`src/rtl/iram_seq_if.sv`:
```
// iram_seq_if: write, playback-control and network-facing signals of iram_seq.
// The master drives storage writes and playback requests; the slave presents sample vectors.
interface iram_seq_if #(
    parameter int DATA_W = 32,
    parameter int CH     = 7,
    parameter int DEPTH  = 16
);
    localparam int AW = DEPTH > 1 ? $clog2(DEPTH) : 1;
    localparam int CW = CH > 1 ? $clog2(CH) : 1;
    localparam int NW = $clog2(DEPTH + 1);
    logic                   wr_en;
    logic [AW-1:0]          wr_smp;
    logic [CW-1:0]          wr_ch;
    logic [DATA_W-1:0]      wr_data;
    logic [NW-1:0]          smp_num;
    logic                   loop;
    logic                   start;
    logic                   abort;
    logic                   ack;
    logic [CH*DATA_W-1:0]   data_out;
    logic                   in_rdy;
    logic                   net_rst;
    logic                   busy;
    logic                   done;
    logic                   err;
    modport master (
        output wr_en, wr_smp, wr_ch, wr_data, smp_num, loop, start, abort, ack,
        input  data_out, in_rdy, net_rst, busy, done, err
    );
    modport slave (
        input  wr_en, wr_smp, wr_ch, wr_data, smp_num, loop, start, abort, ack,
        output data_out, in_rdy, net_rst, busy, done, err
    );
endinterface

```
`src/rtl/iram_seq.sv`:
```
// iram_seq: sample-vector store replayed into a network, with a clear pulse before each sample.
// Each sample is loaded into data_out during CLR and held in SHOW until ack.
module iram_seq #(
    parameter int DATA_W = 32,
    parameter int CH     = 7,
    parameter int DEPTH  = 16
) (
    input  logic       clk,
    input  logic       reset,
    iram_seq_if.slave  bus
);
    localparam int AW = DEPTH > 1 ? $clog2(DEPTH) : 1;
    localparam int CW = CH > 1 ? $clog2(CH) : 1;
    localparam int NW = $clog2(DEPTH + 1);
    typedef enum logic [1:0] {IDLE, CLR, SHOW} state_t;
    state_t               state_q, state_d;
    logic [AW-1:0]        idx_q, idx_d;
    logic [NW-1:0]        num_q, num_d;
    logic                 loop_q, loop_d;
    logic                 done_q, done_d;
    logic                 err_q, err_d;
    logic [CH*DATA_W-1:0] data_q, data_d;
    logic [DATA_W-1:0]    mem [DEPTH][CH];
    logic                 wr_ok, num_ok, last;
    assign wr_ok  = bus.wr_en && state_q == IDLE
                    && ({1'b0, bus.wr_smp} < (AW+1)'(DEPTH))
                    && ({1'b0, bus.wr_ch} < (CW+1)'(CH));
    assign num_ok = bus.smp_num != '0 && bus.smp_num <= NW'(DEPTH);
    assign last   = NW'(idx_q) == num_q - NW'(1);
    // Storage is deliberately not reset so contents survive a reset.
    always_ff @(posedge clk) begin
        if (wr_ok) mem[bus.wr_smp][bus.wr_ch] <= bus.wr_data;
    end
    always_comb begin
        state_d = state_q;
        idx_d   = idx_q;
        num_d   = num_q;
        loop_d  = loop_q;
        data_d  = data_q;
        done_d  = 1'b0;
        err_d   = bus.wr_en && !wr_ok;
        case (state_q)
            IDLE: if (bus.start) begin
                if (num_ok) begin
                    state_d = CLR;
                    idx_d   = '0;
                    num_d   = bus.smp_num;
                    loop_d  = bus.loop;
                end else err_d = 1'b1;
            end
            CLR: begin
                for (int c = 0; c < CH; c++) data_d[c*DATA_W +: DATA_W] = mem[idx_q][c];
                state_d = SHOW;
            end
            SHOW: if (bus.ack) begin
                state_d = last && !loop_q ? IDLE : CLR;
                idx_d   = last ? '0 : idx_q + 1'b1;
                done_d  = last && !loop_q;
            end
            default: state_d = IDLE;
        endcase
        if (state_q != IDLE && bus.start) err_d = 1'b1;
        // Abort wins over a same-cycle ack and suppresses its done pulse.
        if (state_q != IDLE && bus.abort) begin
            state_d = IDLE;
            done_d  = 1'b0;
        end
    end
    always_ff @(posedge clk or negedge reset) begin
        if (!reset) begin
            state_q <= IDLE;
            idx_q   <= '0;
            num_q   <= '0;
            loop_q  <= 1'b0;
            data_q  <= '0;
            done_q  <= 1'b0;
            err_q   <= 1'b0;
        end else begin
            state_q <= state_d;
            idx_q   <= idx_d;
            num_q   <= num_d;
            loop_q  <= loop_d;
            data_q  <= data_d;
            done_q  <= done_d;
            err_q   <= err_d;
        end
    end
    assign bus.data_out = data_q;
    assign bus.in_rdy   = state_q == SHOW;
    assign bus.net_rst  = state_q == CLR;
    assign bus.busy     = state_q != IDLE;
    assign bus.done     = done_q;
    assign bus.err      = err_q;
endmodule

```
`src/flat_wrapper.sv`:
```
// flat-port wrapper written by rule: the top's interface ports become plain ports
module iram_seq_flat 
#(
    parameter int DATA_W = 32,
    parameter int CH     = 7,
    parameter int DEPTH  = 16
)
  (clk, reset, bus_wr_en, bus_wr_smp, bus_wr_ch, bus_wr_data, bus_smp_num, bus_loop, bus_start, bus_abort, bus_ack, bus_data_out, bus_in_rdy, bus_net_rst, bus_busy, bus_done, bus_err);
  iram_seq_if #(.DATA_W(DATA_W), .CH(CH), .DEPTH(DEPTH)) bus_i ();
  input  logic clk;
  input  logic reset;
  input wire logic [$bits(bus_i.wr_en)-1:0] bus_wr_en;
  input wire logic [$bits(bus_i.wr_smp)-1:0] bus_wr_smp;
  input wire logic [$bits(bus_i.wr_ch)-1:0] bus_wr_ch;
  input wire logic [$bits(bus_i.wr_data)-1:0] bus_wr_data;
  input wire logic [$bits(bus_i.smp_num)-1:0] bus_smp_num;
  input wire logic [$bits(bus_i.loop)-1:0] bus_loop;
  input wire logic [$bits(bus_i.start)-1:0] bus_start;
  input wire logic [$bits(bus_i.abort)-1:0] bus_abort;
  input wire logic [$bits(bus_i.ack)-1:0] bus_ack;
  output wire logic [$bits(bus_i.data_out)-1:0] bus_data_out;
  output wire logic [$bits(bus_i.in_rdy)-1:0] bus_in_rdy;
  output wire logic [$bits(bus_i.net_rst)-1:0] bus_net_rst;
  output wire logic [$bits(bus_i.busy)-1:0] bus_busy;
  output wire logic [$bits(bus_i.done)-1:0] bus_done;
  output wire logic [$bits(bus_i.err)-1:0] bus_err;
  assign bus_i.wr_en = bus_wr_en;
  assign bus_i.wr_smp = bus_wr_smp;
  assign bus_i.wr_ch = bus_wr_ch;
  assign bus_i.wr_data = bus_wr_data;
  assign bus_i.smp_num = bus_smp_num;
  assign bus_i.loop = bus_loop;
  assign bus_i.start = bus_start;
  assign bus_i.abort = bus_abort;
  assign bus_i.ack = bus_ack;
  assign bus_data_out = bus_i.data_out;
  assign bus_in_rdy = bus_i.in_rdy;
  assign bus_net_rst = bus_i.net_rst;
  assign bus_busy = bus_i.busy;
  assign bus_done = bus_i.done;
  assign bus_err = bus_i.err;
  iram_seq #(.DATA_W(DATA_W), .CH(CH), .DEPTH(DEPTH)) u_core (.clk(clk), .reset(reset), .bus(bus_i));
endmodule
```
`config.mk`:
```
export PLATFORM = sky130hd
export DESIGN_NAME = iram_seq_flat
export DESIGN_NICKNAME = d
export VERILOG_FILES = /design/src/rtl/iram_seq_if.sv /design/src/rtl/iram_seq.sv /design/src/flat_wrapper.sv
export SDC_FILE = /design/constraint.sdc
export NUM_CORES = 2
export LEC_CHECK = 0
export ABC_CLOCK_PERIOD_IN_PS = 3300
export BUFFER_PORTS_ARGS = -buffer_cell sky130_fd_sc_hd__buf_2
export CORE_ASPECT_RATIO = 1.2
export CORE_MARGIN = 2
export CORE_UTILIZATION = 56
export CTS_CLUSTER_DIAMETER = 50
export CTS_CLUSTER_SIZE = 28
export DETAILED_ROUTE_END_ITERATION = 16
export PLACE_DENSITY = 0.83
export SYNTH_ARGS = -nofsm -noshare
export SYNTH_HDL_FRONTEND = slang
export SYNTH_SLANG_ARGS = --single-unit
```
`constraint.sdc`:
```
create_clock -name clk -period 3.3 [get_ports clk]
set_clock_uncertainty 0.2 [all_clocks]
set_input_delay 0.66 -clock clk [delete_from_list [all_inputs] [get_ports clk]]
set_output_delay 0.66 -clock clk [all_outputs]
set_load 0.005 [all_outputs]
```
## Yosys cells after proc, flatten, opt, wreduce, memory -nomap -nowiden

Memory sizes are Yosys's and may differ from the RTL's. A register that Yosys moved wholly into a read port is not among the register bits.
Cells that the tools add are included.

- Add/sub/neg operators: 2
- Multiply operators: 0
- Div/mod/pow operators: 0
- $lt $le $gt $ge: 4
- Equal/unequal tests: 9
- Shifts and indexed selects: 0
- Multiplexer cells: 22
- Bitwise operators: 1
- Reductions and logical operators: 18

Operator list:

| operator | number |
|---|---|
| 2-to-1 mux 224 bit | 1 |
| demux 32 bit (select 3 bit) | 1 |
| 2-to-1 mux 32 bit | 1 |
| 2-to-1 mux 4 bit | 4 |
| 2-to-1 mux 1 bit | 9 |
| logical AND 1 bit | 8 |
| 2-to-1 mux 2 bit | 4 |
| one-hot mux 4 bit (2 select lines) | 1 |
| != test 3 x 2 -> 1 bit (second input constant) | 2 |
| one-hot mux 2 bit (3 select lines) | 1 |
| AND reduction 3 bit | 2 |
| equality test 4 x 5 -> 1 bit | 1 |
| <= comparator 5 bit (second input constant) | 1 |
| nonzero test 5 bit | 1 |
| subtractor 5 x 1 -> 5 bit (second input constant) | 1 |
| adder 4 x 1 -> 4 bit (second input constant) | 1 |
| greater-or-equal comparator 4 bit (second input constant) | 1 |
| less-than comparator 4 x 1 -> 1 bit (second input constant) | 1 |
| != test 2 bit (second input constant) | 2 |
| NOT 3 -> 4 bit | 1 |
| AND reduction 4 bit | 1 |
| nonzero test 2 bit | 2 |
| logical NOT 1 bit | 3 |
| less-than comparator 3 bit (second input constant) | 1 |
| other kinds (5) | 5 |

- Register bits after elaboration: 14
- Bits in latches: 0
- RAM bits: 3584
- Bits in read-only memories: 0
- Logic and storage cells: 63
- Memories kept: 1

Memory list:

| memory | depth | width | read ports | clocked after Yosys merged registers in | wr ports | RTL line | source |
|---|---|---|---|---|---|---|---|
| u_core.mem | 16 | 224 | 1 | 1 | 1 | iram_seq.sv:23 | `logic [DATA_W-1:0] mem [DEPTH][CH];` |

## Depth between registers and ports, before layout

- Word-level depth: 9
- Mapped depth: 9
- Depth with buffers taken out: 7

## Worst setup path after synthesis

Ideal clock, no wire load.

- Path kind: reg-to-reg
- Start point: reg u_core.state_q[1]
- End point: mem u_core.mem[12][0] (netlist name), enable pin
- Library setup time: 0.421 ns
- Data arrival time: 2.824 ns
- Required time: 2.679 ns
- Setup slack: -0.145 ns
- Cell stages (with the launch flop): 7
- Period minus slack after synthesis: 3.445 ns
- Cells stage by stage: dfrtp_1 -> nor2_1 -> nand2_1 -> nor2_1 -> nand3_1 -> clkbuf_1 -> nor2_1

- Word-level cells in the longest chain between the ends: 5

Ends and longest elaborated chain:

| item | RTL line | source |
|---|---|---|
| start: declaration | iram_seq.sv:16 | `state_t state_q, state_d;` |
| start signal: assignment | iram_seq.sv:79 | `state_q <= state_d;` |
| logical NOT 2 bit | iram_seq.sv:25 | `assign wr_ok = bus.wr_en && state_q == IDLE` |
| logical AND 1 bit | iram_seq.sv:25 |  |
| logical AND 1 bit | iram_seq.sv:27 | `&& ({1'b0, bus.wr_ch} < (CW+1)'(CH));` |
| 2-to-1 mux 1 bit | iram_seq.sv:32 | `if (wr_ok) mem[bus.wr_smp][bus.wr_ch] <= bus.wr_data;` |
| 2-to-1 mux 224 bit (implied by the code) | iram_seq.sv:32 |  |
| end: declaration | iram_seq.sv:23 |  |

No other way between the ends.

## Final worst setup path

- Start point: reg u_core.idx_q[2]
- End point: reg u_core.state_q[0]

- Word-level cells in the longest chain between the ends: 6

Ends and longest elaborated chain:

| item | RTL line | source |
|---|---|---|
| start: declaration | iram_seq.sv:17 | `logic [AW-1:0] idx_q, idx_d;` |
| start signal: assignment | iram_seq.sv:80 | `idx_q <= idx_d;` |
| equality test 4 x 5 -> 1 bit | iram_seq.sv:29 | `assign last = NW'(idx_q) == num_q - NW'(1);` |
| logical AND 1 bit | iram_seq.sv:56 | `state_d = last && !loop_q ? IDLE : CLR;` |
| 2-to-1 mux 1 bit | iram_seq.sv:56 |  |
| 2-to-1 mux 2 bit | iram_seq.sv:55 | `SHOW: if (bus.ack) begin` |
| one-hot mux 2 bit (3 select lines) | iram_seq.sv:42 | `case (state_q)` |
| 2-to-1 mux 2 bit | iram_seq.sv:64 | `if (state_q != IDLE && bus.abort) begin` |

No other way between the ends. The select of a mux whose other input is x is not followed.
A chain may end at the register's enable or synchronous reset.

==> results.yml <==
floorplanning:
  die_y_um: 561
  core-area_mm2: 0.258
  die_x_um: 468
  start_util_pct: 56.3
  pin_count: 280
  dieArea_mm2: 0.263
  num_rows: 204
yosys:
  async_flop_share_pct: 6.23
  synthesis.area_mm2: 0.145
  ys_ff_latch: 3822
  synth_edf_count: 3584
  syn_avg_cell_area_um2: 20.6
  yosys_warnings: 0
  synthCells: 7043
  synth-seq-area-share_pct: 78.3
  ys.flop_type: "edfxtp_1"
  ys_types: 39
  syn_nets: 7096
outcome:
  outcome: "finished clean"
critical_path:
  max_stage_delay_ns: 0.91
  critical-path-top-delay-family: "compound AO/OA/AOI/OAI gates"
  crit_start: "u_core.idx_q[2]"
  cp.required_ns: 3.87
  cpMaxStageDelayCell: "o21ai_0"
  startpoint_type: "flop"
  critPathMaxFanout: 36
  crit_type: "flop to flop"
  endpoint_kind: "flop"
  cp.arrival_ns: 3.79
  crit_chain: "nand4b_1 -> a21oi_1 -> o311ai_1 -> nor2_1 -> o21ai_0"
  critical_path_buf_inv_count: 0
  timing.rr.start: "u_core.idx_q[2]"
final_layout:
  layout-drive-gt1-share_pct: 27.2
  area_growth_pct: 12.8
  seq_area_mm2: 0.114
  fin_cells: 11100
  finalInstanceArea_mm2: 0.163
  nNetsFinal: 7584
  final_common_cell: "edfxtp_1"
  multiInputGateArea_mm2: 0.0303
  final_cell_mix: "edfxtp_1 (3584), mux4_2 (734), a21oi_1 (424)"
  fillCellCount: 15700
detailed_routing:
  via_per_inst: 6.93
  vias: 77200
  first_pass_iters: 6
  drc_errors: 0
  drt_iter0_markers: 12000
  wire_per_inst_um: 35.6
  wl_um: 396000
  postRouteAntennaNets: 0
placement:
  dp.cells: 10700
  placed_area_mm2: 0.155
  portBuffers: 279
  place_congestion: 0.807
  place.detailed.hpwl_um: 212000
clock_network:
  clock-sinks: 3822
  root_buffer: "clkbuf_16"
  cts_tree: "done"
  post_cts_resized: 0
  htreeDepth: 4
  insertion_delay_ns: 0.97
  numCtsBuffers: 228
  clk_pin_slew_worst_paths_ns: 0.11
  cts.path.max_buffers: 4
  post_cts.repair.setup_buffers: 0
pwr:
  swShare_pct: 25.0
  power_leakage_nw: 50.8
  p_per_area_mw_per_mm2: 595
  ir_worst_vdd_v: 0.000508
  clockPowerShare_pct: 33.7
  power_frac_comb_pct: 9.2
  seq_power_share_pct: 57.1
  power_mw: 97.3
  intPower_mw: 72.9
  switchingPower_mw: 24.3
sta:
  fin_setup_tns_ns: 0
  fin_crit_sh_pct: 97.5
  drv_slew: 0
  worst_pin_slew_ns: 1.36
  final_hold_viol_count: 0
  period_needed_ns: 3.22
  rsz0062_at_grt: "no"
  hold_ws_ns: 0.00210
  setup_violations: 0
  relSlewSlack_pct: 9.31
  max_clock_freq_mhz: 311
global_routing:
  globalRouteOverflowTotal: 0
  antenna_found_initial: 25
  grt_pass1_vias: 78600
  track_usage_pct: 30.0
  grt_start_max_net_pins: 113
  grt_pass1_wl_um: 562000
min_path:
  min_path_type: "input port to flop"
  hp-start: "bus_wr_data[19]"
flow_run:
  maxCapViolations: 0
-- power groups by stage --
stage	Sequential [mW]	Clock [mW]	Combinational, mW
6_report	55.5	32.8	8.93
3_5_place_dp	56.5	0	8.74
2_1_floorplan	55.7	0	4.67
4_1_cts	55.5	32.9	8.97
5_1_grt	55.6	34.4	9.52
3_3_place_gp	56.5	0	8.41
-- state kept, by name (all words and copies together) (netlist names) --
name                 cells
u_core.bus.data_out    224
u_core.bus.done          1
u_core.bus.err           1
u_core.idx_q             4
u_core.loop_q            1
u_core.mem            3584
u_core.num_q             5
u_core.state_q           2
-- synthesized netlist by cell type (2+ instances only) --
cell type	instances	area [um2]
nor2_1	330	1240
nor2b_1	7	43.8
buf_4	82	616
xnor2_1	4	35.0
a21oi_1	424	2120
edfxtp_1	3584	108000
buf_6	4	45.0
inv_1	5	18.8
a221o_1	8	80.1
xor2_1	2	17.5
a31oi_1	7	43.8
o22ai_1	125	782
mux2i_1	305	3050
ha_1	2	25.0
a221oi_1	32	280
buf_2	111	556
mux4_2	734	16500
nor3_1	54	270
o21ai_1	4	20.0
nand4_1	4	25.0
nand2_1	293	1100
buf_1	25	93.8
nand3b_1	2	15.0
clkbuf_1	167	627
mux2_2	202	2270
nand3_1	11	55.1
dfrtp_1	238	5960
nand2b_1	3	18.8
o21ai_0	259	1300
a22oi_1	6	45.0
-- logic make-up after synthesis --
logic type      after synthesis  share of synthesized area (%)
simple gates                708                           1.93
buf+inv                     395                           1.35
compound gates              869                           3.25
mux                        1241                           15.1
flops                      3822                           78.3
xor+xnor                      6                         0.0362
fa+ha+maj                     2                         0.0173
-- routing by layer --
layer | GRT usage, % | up-vias | part of all wire, %
met4 | 17.5 | 12 | 6.7
met2 | 49.5 | 6429 | 50
met3 | 5.93 | 1227 | 11
li1 | - | 29700 | -
met5 | 0 | - | 0.017
met1 | 37.3 | 39800 | 32
-- repair_timing --
item                                    in CTS  in global routing
hold buffers                                13                  0
endpoints found under the hold margin       91                  0
endpoints found under the setup margin       0                  0
-- cell type report --
| cell class | count | share of cell area, % |
|---|---|---|
| sequential | 3822 | 69.5 |
| timing repair buffer | 647 | 4.28 |
| antenna | 12 | 0.0184 |
| clock inverter | 181 | 1.50 |
| inverter | 6 | 0.0199 |
| clock buffer | 241 | 3.56 |
| multi-input combinational | 2826 | 18.5 |
| tap | 3399 | 2.60 |
-- per-stage QoR --
stage | setup WS, ns | utilization [%]
finish | 0.0840 | 63.5
global route | 0.0749 | 63.5
CTS | 0.115 | 63.5
detailed placement | 0.390 | 60.2
global placement | 0.388 | 60.2
floorplan | -0.145 | -
-- path summary, 6_finish.rpt --
| path | endpoint | cells after the start | slack [ns] |
|---|---|---|---|
| min in group asynchronous | u_core.bus.data_out[79] | 2 | 0.16 |
| hold reg to reg | u_core.bus.done | 1 | 0.29 |
| setup reg to reg | u_core.state_q[0] | 5 | 0.08 |
| setup / recovery | u_core.state_q[0] | 5 | 0.08 |
| hold / removal | u_core.mem[10][83] | 1 | 0.002 |
| max in group asynchronous | u_core.bus.data_out[71] | 3 | 1.80 |
Power figures use the tool's default switching activity.
